==> config.mk <==
export PLATFORM = sky130hd
export DESIGN_NAME = shift_add_mult_sched
export DESIGN_NICKNAME = d
export VERILOG_FILES = /design/src/rtl/shift_add_mult_sched.sv
export SDC_FILE = /design/constraint.sdc
export NUM_CORES = 1
export LEC_CHECK = 0
export CORE_MARGIN = 2
export CORE_UTILIZATION = 52
export CTS_CLUSTER_SIZE = 14
export DETAILED_ROUTE_END_ITERATION = 8
export GPL_ROUTABILITY_DRIVEN = 0
export PLACE_DENSITY = 0.77
export RECOVER_POWER = 25
export SLEW_MARGIN = 20
export SYNTH_ARGS = -nofsm -noshare
export SYNTH_HDL_FRONTEND = slang
export SYNTH_SLANG_ARGS = --single-unit
==> constraint.sdc <==
create_clock -name clk -period 2.56 [get_ports clk]
set_clock_uncertainty 0.05 [all_clocks]
set_input_delay 0.512 -clock clk [delete_from_list [all_inputs] [get_ports clk]]
set_output_delay 0.512 -clock clk [all_outputs]
set_load 0.02 [all_outputs]
==> src/rtl/shift_add_mult_sched.sv <==
// -----------------------------------------------------------------------------
// shift_add_mult_sched
//   Two-requester round-robin scheduler in front of one shared shift-and-add
//   multiplier. One multiplier bit is consumed per RUN cycle:
//   acc += a_sh when b_sh[0] is set, then a_sh shifts left and b_sh shifts right.
//   The product is returned with a one-cycle done pulse and the owner's id.
//
//   Optional build macro: EARLY_TERM_EN
//     When defined, RUN ends as soon as the remaining multiplier bits are all
//     zero, so latency follows the MSB set in B (B=0 takes one RUN edge).
//     When undefined, every operation takes exactly N RUN edges.
// -----------------------------------------------------------------------------
module shift_add_mult_sched #(
    parameter int M = 4,
    parameter int N = 4
) (
    input  logic             clk,
    input  logic             rst,
    input  logic             req0,
    input  logic [M-1:0]     a0,
    input  logic [N-1:0]     b0,
    input  logic             req1,
    input  logic [M-1:0]     a1,
    input  logic [N-1:0]     b1,
    output logic             gnt0,
    output logic             gnt1,
    output logic             busy,
    output logic             done,
    output logic             done_id,
    output logic [M+N-1:0]   product
);

    localparam int P  = M + N;
    localparam int CW = $clog2(N + 1);

    localparam logic [CW-1:0] CNT_ONE  = CW'(1);
`ifndef EARLY_TERM_EN
    localparam logic [CW-1:0] CNT_LAST = CW'(N - 1);
`endif

    typedef enum logic [1:0] {
        S_IDLE = 2'd0,
        S_RUN  = 2'd1,
        S_DONE = 2'd2
    } state_t;

    // Zero-extend a multiplicand to the full product width.
    function automatic logic [P-1:0] zext_a(input logic [M-1:0] a);
        return {{N{1'b0}}, a};
    endfunction

    state_t          state_r,   state_s;
    logic [P-1:0]    a_sh_r,    a_sh_s;
    logic [N-1:0]    b_sh_r,    b_sh_s;
    logic [P-1:0]    acc_r,     acc_s;
    logic [CW-1:0]   cnt_r,     cnt_s;
    logic            last_id_r, last_id_s;
    logic            owner_r,   owner_s;
    logic            gnt0_r,    gnt0_s;
    logic            gnt1_r,    gnt1_s;
    logic            busy_r,    busy_s;
    logic            done_r,    done_s;
    logic            done_id_r, done_id_s;
    logic [P-1:0]    product_r, product_s;

    logic            win_s;
    logic [P-1:0]    sum_s;
    logic [N-1:0]    b_nx_s;
    logic            finish_s;

    // Round-robin arbitration: a tie goes to the requester not served last.
    always_comb begin
        win_s = 1'b0;
        if (req0 && req1) begin
            win_s = ~last_id_r;
        end else if (req0) begin
            win_s = 1'b0;
        end else begin
            win_s = 1'b1;
        end
    end

    // One shift-and-add step and the end-of-run decision for this edge.
    always_comb begin
        sum_s  = acc_r + (b_sh_r[0] ? a_sh_r : {P{1'b0}});
        b_nx_s = {1'b0, b_sh_r[N-1:1]};
`ifdef EARLY_TERM_EN
        finish_s = (b_nx_s == {N{1'b0}});
`else
        finish_s = (cnt_r == CNT_LAST);
`endif
    end

    // Next-state and next-output logic for the IDLE -> RUN -> DONE sequence.
    always_comb begin
        state_s   = state_r;
        a_sh_s    = a_sh_r;
        b_sh_s    = b_sh_r;
        acc_s     = acc_r;
        cnt_s     = cnt_r;
        last_id_s = last_id_r;
        owner_s   = owner_r;
        gnt0_s    = 1'b0;
        gnt1_s    = 1'b0;
        busy_s    = busy_r;
        done_s    = 1'b0;
        done_id_s = done_id_r;
        product_s = product_r;

        case (state_r)
            S_IDLE: begin
                if (req0 || req1) begin
                    // Operands are captured here; later input changes are ignored.
                    a_sh_s    = win_s ? zext_a(a1) : zext_a(a0);
                    b_sh_s    = win_s ? b1 : b0;
                    acc_s     = {P{1'b0}};
                    cnt_s     = {CW{1'b0}};
                    last_id_s = win_s;
                    owner_s   = win_s;
                    gnt0_s    = ~win_s;
                    gnt1_s    = win_s;
                    busy_s    = 1'b1;
                    state_s   = S_RUN;
                end else begin
                    busy_s    = 1'b0;
                    state_s   = S_IDLE;
                end
            end
            S_RUN: begin
                acc_s  = sum_s;
                a_sh_s = {a_sh_r[P-2:0], 1'b0};
                b_sh_s = b_nx_s;
                cnt_s  = cnt_r + CNT_ONE;
                busy_s = 1'b1;
                if (finish_s) begin
                    // sum_s already includes this edge's partial product.
                    product_s = sum_s;
                    done_s    = 1'b1;
                    done_id_s = owner_r;
                    state_s   = S_DONE;
                end else begin
                    state_s   = S_RUN;
                end
            end
            S_DONE: begin
                busy_s  = 1'b0;
                state_s = S_IDLE;
            end
            default: begin
                busy_s  = 1'b0;
                state_s = S_IDLE;
            end
        endcase
    end

    // FSM state register.
    always_ff @(posedge clk or negedge rst) begin
        if (!rst) begin
            state_r <= S_IDLE;
        end else begin
            state_r <= state_s;
        end
    end

    // Datapath and registered outputs; reset aborts any operation in flight.
    always_ff @(posedge clk or negedge rst) begin
        if (!rst) begin
            a_sh_r    <= {P{1'b0}};
            b_sh_r    <= {N{1'b0}};
            acc_r     <= {P{1'b0}};
            cnt_r     <= {CW{1'b0}};
            last_id_r <= 1'b1;
            owner_r   <= 1'b0;
            gnt0_r    <= 1'b0;
            gnt1_r    <= 1'b0;
            busy_r    <= 1'b0;
            done_r    <= 1'b0;
            done_id_r <= 1'b0;
            product_r <= {P{1'b0}};
        end else begin
            a_sh_r    <= a_sh_s;
            b_sh_r    <= b_sh_s;
            acc_r     <= acc_s;
            cnt_r     <= cnt_s;
            last_id_r <= last_id_s;
            owner_r   <= owner_s;
            gnt0_r    <= gnt0_s;
            gnt1_r    <= gnt1_s;
            busy_r    <= busy_s;
            done_r    <= done_s;
            done_id_r <= done_id_s;
            product_r <= product_s;
        end
    end

    assign gnt0    = gnt0_r;
    assign gnt1    = gnt1_r;
    assign busy    = busy_r;
    assign done    = done_r;
    assign done_id = done_id_r;
    assign product = product_r;

endmodule
# Word level (Yosys, flattened, before mapping)
# Cells that the tools add are included.
[totals] out_inout_bits=13 ff_bits=40 rom_bits=0 memories=0 latchBits=0 inputBits=20 ram_bits=0
[classes] n_eq_ne=3 shift=0 addsub=2 n_bitwise=2 div_mod_pow=0 reduce_logical=7 n_mul=0 mux=24 order_cmp=0
[op_table] cell="8-bit case mux with 2 select lines" count=2
[op_table] cell="8-bit two-way mux" count=3
[op_table] cell="4-bit two-way mux" count=3
[op_table] cell="1-bit two-way mux" count=10
[op_table] cell="8-bit adder" count=1
[op_table] cell="4-bit case mux with 2 select lines" count=1
[op_table] cell="3-bit case mux with 2 select lines" count=1
[op_table] cell="2-bit AND reduction" count=3
[op_table] cell="2-bit case mux with 2 select lines" count=1
[op_table] cell="3-bit by 1-bit adder with 3-bit output (second input constant)" count=1
[op_table] cell="3-bit by 2-bit equality test with 1-bit output (second input constant)" count=1
[op_table] cell="3-bit two-way mux" count=1
[op_table] cell="2-bit by 1-bit equality test with 1-bit output (second input constant)" count=1
[op_table] cell="2-bit zero test" count=1
[op_table] cell="2-bit two-way mux" count=1
[op_table] cell="2-bit inequality test (second input constant)" count=1
[op_table] cell="1-bit NOT" count=2
[op_table] cell="1-bit case mux with 2 select lines" count=1
[op_table] cell="2-bit nonzero test" count=1
[op_table] cell="1-bit logical AND" count=1
[op_table] cell="1-bit logical OR" count=1

# Longest topological paths before layout
[logic_depth] word_depth=5 mapped_depth=9 depth_no_buf=9

# Worst setup path before layout
# OpenSTA, ideal clock, no wires.
[synth_path] path_kind="register to register" start="reg b_sh_r[0]" end="reg acc_r[6]" path_slack_ns=0.593 required_ns=2.415 stages_incl_launch_ff=10 period_less_slack_ns=1.967 arrival_time_ns=1.821 setup_ns=0.095 cell_sequence="dfrtp_1 and2_1 ha_1 inv_1 fa_1 nor2b_4 o21ai_1 a21oi_1 o31a_1 o31ai_1"
[synth_via] elab_chain_cells=3
[synth_rtl] item="start, declared" line="54" rtl="logic [N-1:0] b_sh_r, b_sh_s;"
[synth_rtl] item="start signal, assigned" line="169" rtl="b_sh_r <= {N{1'b0}};"
[synth_rtl] item="start signal, assigned" line="182" rtl="b_sh_r <= b_sh_s;"
[synth_rtl] item="8-bit two-way mux" line="85" rtl="sum_s = acc_r + (b_sh_r[0] ? a_sh_r : {P{1'b0}});"
[synth_rtl] item="8-bit adder" line="85"
[synth_rtl] item="8-bit case mux with 2 select lines" line="110" rtl="case (state_r)"
[synth_rtl] item="end signal, assigned" line="170" rtl="acc_r <= {P{1'b0}};"
[synth_rtl] item="end signal, assigned" line="183" rtl="acc_r <= acc_s;"
[synth_rtl] item="end, declared" line="55" rtl="logic [P-1:0] acc_r, acc_s;"
# No other way between the ends.
# A chain may end at the register's enable or synchronous reset.

# Worst setup path in the final report
# Same ends and word-level chain as after synthesis.

==> flow_metrics.tcl <==
set metrics [dict create \
    num_vias 1429 \
    yosysUniqueCellTypes 36 \
    max_cap_viol_count 1 \
    hold_depth 2 \
    critPathBufInv 1 \
    cts_tree "yes" \
    ys_seq_area_share_pct 50.3 \
    avgSynthCellArea_um2 9.96 \
    crit_arrival_ns 2.29 \
    io_buffers 32 \
    ctsHoldBuffers 0 \
    reg2reg_to "acc_r[6]" \
    max_freq_ghz 0.454 \
    critPathMaxStageDelay_ns 0.45 \
    cp-start-kind "flop" \
    final.setup.tns_ns 0 \
    post_cts_resized 0 \
    postCtsSetupRepairBufs 0 \
    hold_viol 0 \
    worstHoldStart "last_id_r" \
    hold_ws_ns 0.432 \
    synth-simple-area-share_pct 15.6 \
    whs_endpoint "last_id_r" \
    muxShareOfSynthArea_pct 5.80 \
    synth_top_family_by_area "simple AND/OR/NAND/NOR gates" \
    finalSetupViolations 0 \
    die-area_mm2 0.00424 \
    power_density_mw_per_mm2 1100 \
    period_needed_ns 2.20 \
    tightestPinTransition_ns 1.94 \
    areaGrowthSynthToFinish_pct 24.7 \
    worstPathCellList "and2_1 -> ha_1 -> inv_1 -> fa_1 -> nor2b_4 -> o21ai_1 -> a21oi_1 -> o31a_1 -> o31ai_1" \
    crit_family "adder cells" \
    reg2reg_depth 9 \
    ir_worst_vdd_mv 0.435 \
    ant_nets 0 \
    start_util_pct 53.4 \
    crit_type "flop to flop" \
    numCtsBuffers 5 \
    r2r_slack_ns 0.36 \
    antennaDiodeCount 0 \
    cts-root-buf "clkbuf_8" \
    syn-num-nets 225 \
    slew_headroom_pct -29.0 \
    clock_latency_ns 0.29 \
    synth_compound_area_share_pct 14.2 \
    grt_pass1_vias 1384 \
    synth_area_leaders "dfrtp_1, o21ai_0, nand2_1" \
    nNetsFinal 259 \
    grt_antenna_before_repair 0 \
    drc_errors 0 \
    rows 22 \
    core_mm2 0.00363 \
    ys_warn_count 0 \
    synth-seq-cells 39 \
    slew_viol_final 40 \
    synth-adder-area-share_pct 6.83 \
    htreeDepth 2 \
    fp.dieH_um 65.1 \
    crit_path_end_kind "flop" \
    finish.instance_area_mm2 0.00242 \
    final_layout_size_suffix_gt1_share_pct 8.70 \
    crit_start "b_sh_r[0]" \
    cts_max_path_buffers 2 \
    synth_top_area_share_pct 49.0 \
    synth_top_area_cell "dfrtp_1" \
    timing.final.crit_share_pct 86.0 \
    fp.dieW_um 65.1 \
    synth_edf_count 0 \
    via_per_inst 5.14 \
    post_dp_cell_area_mm2 0.00231 \
    firstDrtPassIters 4 \
    synthCells 195 \
    place_hpwl_mm 2.59 \
    avgRoutedWirePerCell_um 12.9 \
    grt_use_total_pct 20.4 \
    grt_pass1_wl_mm 6.49 \
    wirelength_mm 3.57 \
    grt.overflow.total 0 \
    io_pins 33 \
    cellLeakagePower_nw 1.15 \
    synth_area_mm2 0.00194 \
    worstReg2RegStart "b_sh_r[0]" \
    cp_max_fo 9 \
    grt_max_degree 40 \
    cp_slowest_cell "dfrtp_1" \
    cts.clk_slew.worst_paths_ns 0.07 \
    required_ns 2.65 \
    synthArstFlopShare_pct 100 \
    ys.flop_type "dfrtp_1" \
    hold_path_class "flop to flop" \
    rsz0062_at_grt "no" \
    outcome "finished with violations" \
    clock-sinks 39 \
    drtIter0Drc 44 \
    synthXorXnorAreaFrac_pct 3.41 \
    failed_checks "capacitance limit, slew limit" \
]
[cells in the final DEF (no fill, tap or decap), types with 2 or more instances in the layout]
| master | Yosys | final |
|---|---|---|
| xnor2_1 | 2 | 2 |
| a21oi_1 | 6 | 6 |
| nand2_1 | 31 | 31 |
| buf_4 | 0 | 3 |
| clkdlybuf4s50_1 | 0 | 31 |
| inv_1 | 11 | 11 |
| and2_1 | 6 | 6 |
| ha_1 | 9 | 9 |
| mux2i_1 | 9 | 9 |
| a22oi_1 | 6 | 6 |
| dfrtp_1 | 38 | 38 |
| o21ai_0 | 26 | 24 |
| nor3_1 | 3 | 3 |
| xor2_1 | 3 | 3 |
| nor2_1 | 3 | 3 |
| o21ai_1 | 2 | 4 |
| mux2_2 | 2 | 2 |
| o31ai_1 | 2 | 2 |
| clkbuf_8 | 0 | 6 |
| nand3_1 | 11 | 11 |
[metrics by stage]
stage,utilization (%),setup slack [ns],total power [mW],cells
floorplan,-,0.593,1.77,195
global placement,63.5,0.481,2.13,270
detailed placement,63.5,0.407,2.16,270
CTS,66.7,0.355,2.69,278
global route,66.7,0.167,2.90,278
finish,66.7,0.359,2.66,278
[state kept, by name (all words and copies together) (netlist names)]
| signal | flops |
|---|---|
| gnt1 | 1 |
| b_sh_r | 4 |
| a_sh_r | 8 |
| owner_r | 1 |
| done | 1 |
| cnt_r | 3 |
| last_id_r | 1 |
| done_id | 1 |
| busy | 1 |
| acc_r | 8 |
| state_r | 1 |
| gnt0 | 1 |
| product | 8 |
[cell type report]
class                           instances  area (µm²)
Fill cell                             307        1210
Sequential cell                        39         977
Multi-Input combinational cell        137         890
Timing Repair Buffer                   35         337
Clock buffer                            6        82.6
Tap cell                               48        60.1
Inverter                               11        41.3
Clock inverter                          2        35.0
[worst register-to-register path: stages, from the launching register on]
cell     delay, ns
dfrtp_1       0.45
and2_1        0.16
ha_1          0.21
inv_1         0.08
fa_1          0.43
nor2b_4       0.12
o21ai_1       0.08
a21oi_1       0.22
o31a_1        0.19
o31ai_1       0.08
[where the power goes]
part	switching (mW)	internal [mW]	leakage [nW]
logic	0.630	0.488	0.595
registers	0.152	0.872	0.498
clock network	0.202	0.315	0.0612
total	0.984	1.68	1.15
[logic make-up (layout without fill, tap and decap cells)]
family	after synthesis	in the layout
simple gates	63	63
compound gates	47	47
flops	39	39
buf+inv	19	54
mux	11	11
fa+ha+maj	10	10
xor+xnor	6	6
[synth_stat cells, drive strengths merged (2+ instances only)]
| master | number |
|---|---|
| a21oi | 6 |
| and2 | 7 |
| mux2i | 9 |
| dfrtp | 38 |
| nor2 | 3 |
| o31ai | 2 |
| nand3 | 11 |
| clkbuf | 5 |
| nor3 | 3 |
| buf | 3 |
| mux2 | 2 |
| nand2 | 32 |
| o21ai | 28 |
| ha | 9 |
| xor2 | 3 |
| xnor2 | 2 |
| a22oi | 6 |
| inv | 11 |
| nor2b | 3 |
[per-layer routing]
layer	share of wire, %	vias up	global-route usage (%)
li1	-	738	-
met5	0	-	0
met3	3.6	6	5.65
met4	1.7	0	7.03
met2	47	30	32.3
met1	48	655	27.2
[worst max path at each step]
stage / to / cells after the start
5_1_grt: acc_r[6] / 9
3_5_place_dp: acc_r[6] / 9
6_report: acc_r[6] / 9
3_3_place_gp: acc_r[6] / 9
4_1_cts: acc_r[6] / 9
2_1_floorplan: acc_r[6] / 9
Power figures use the tool's default switching activity.
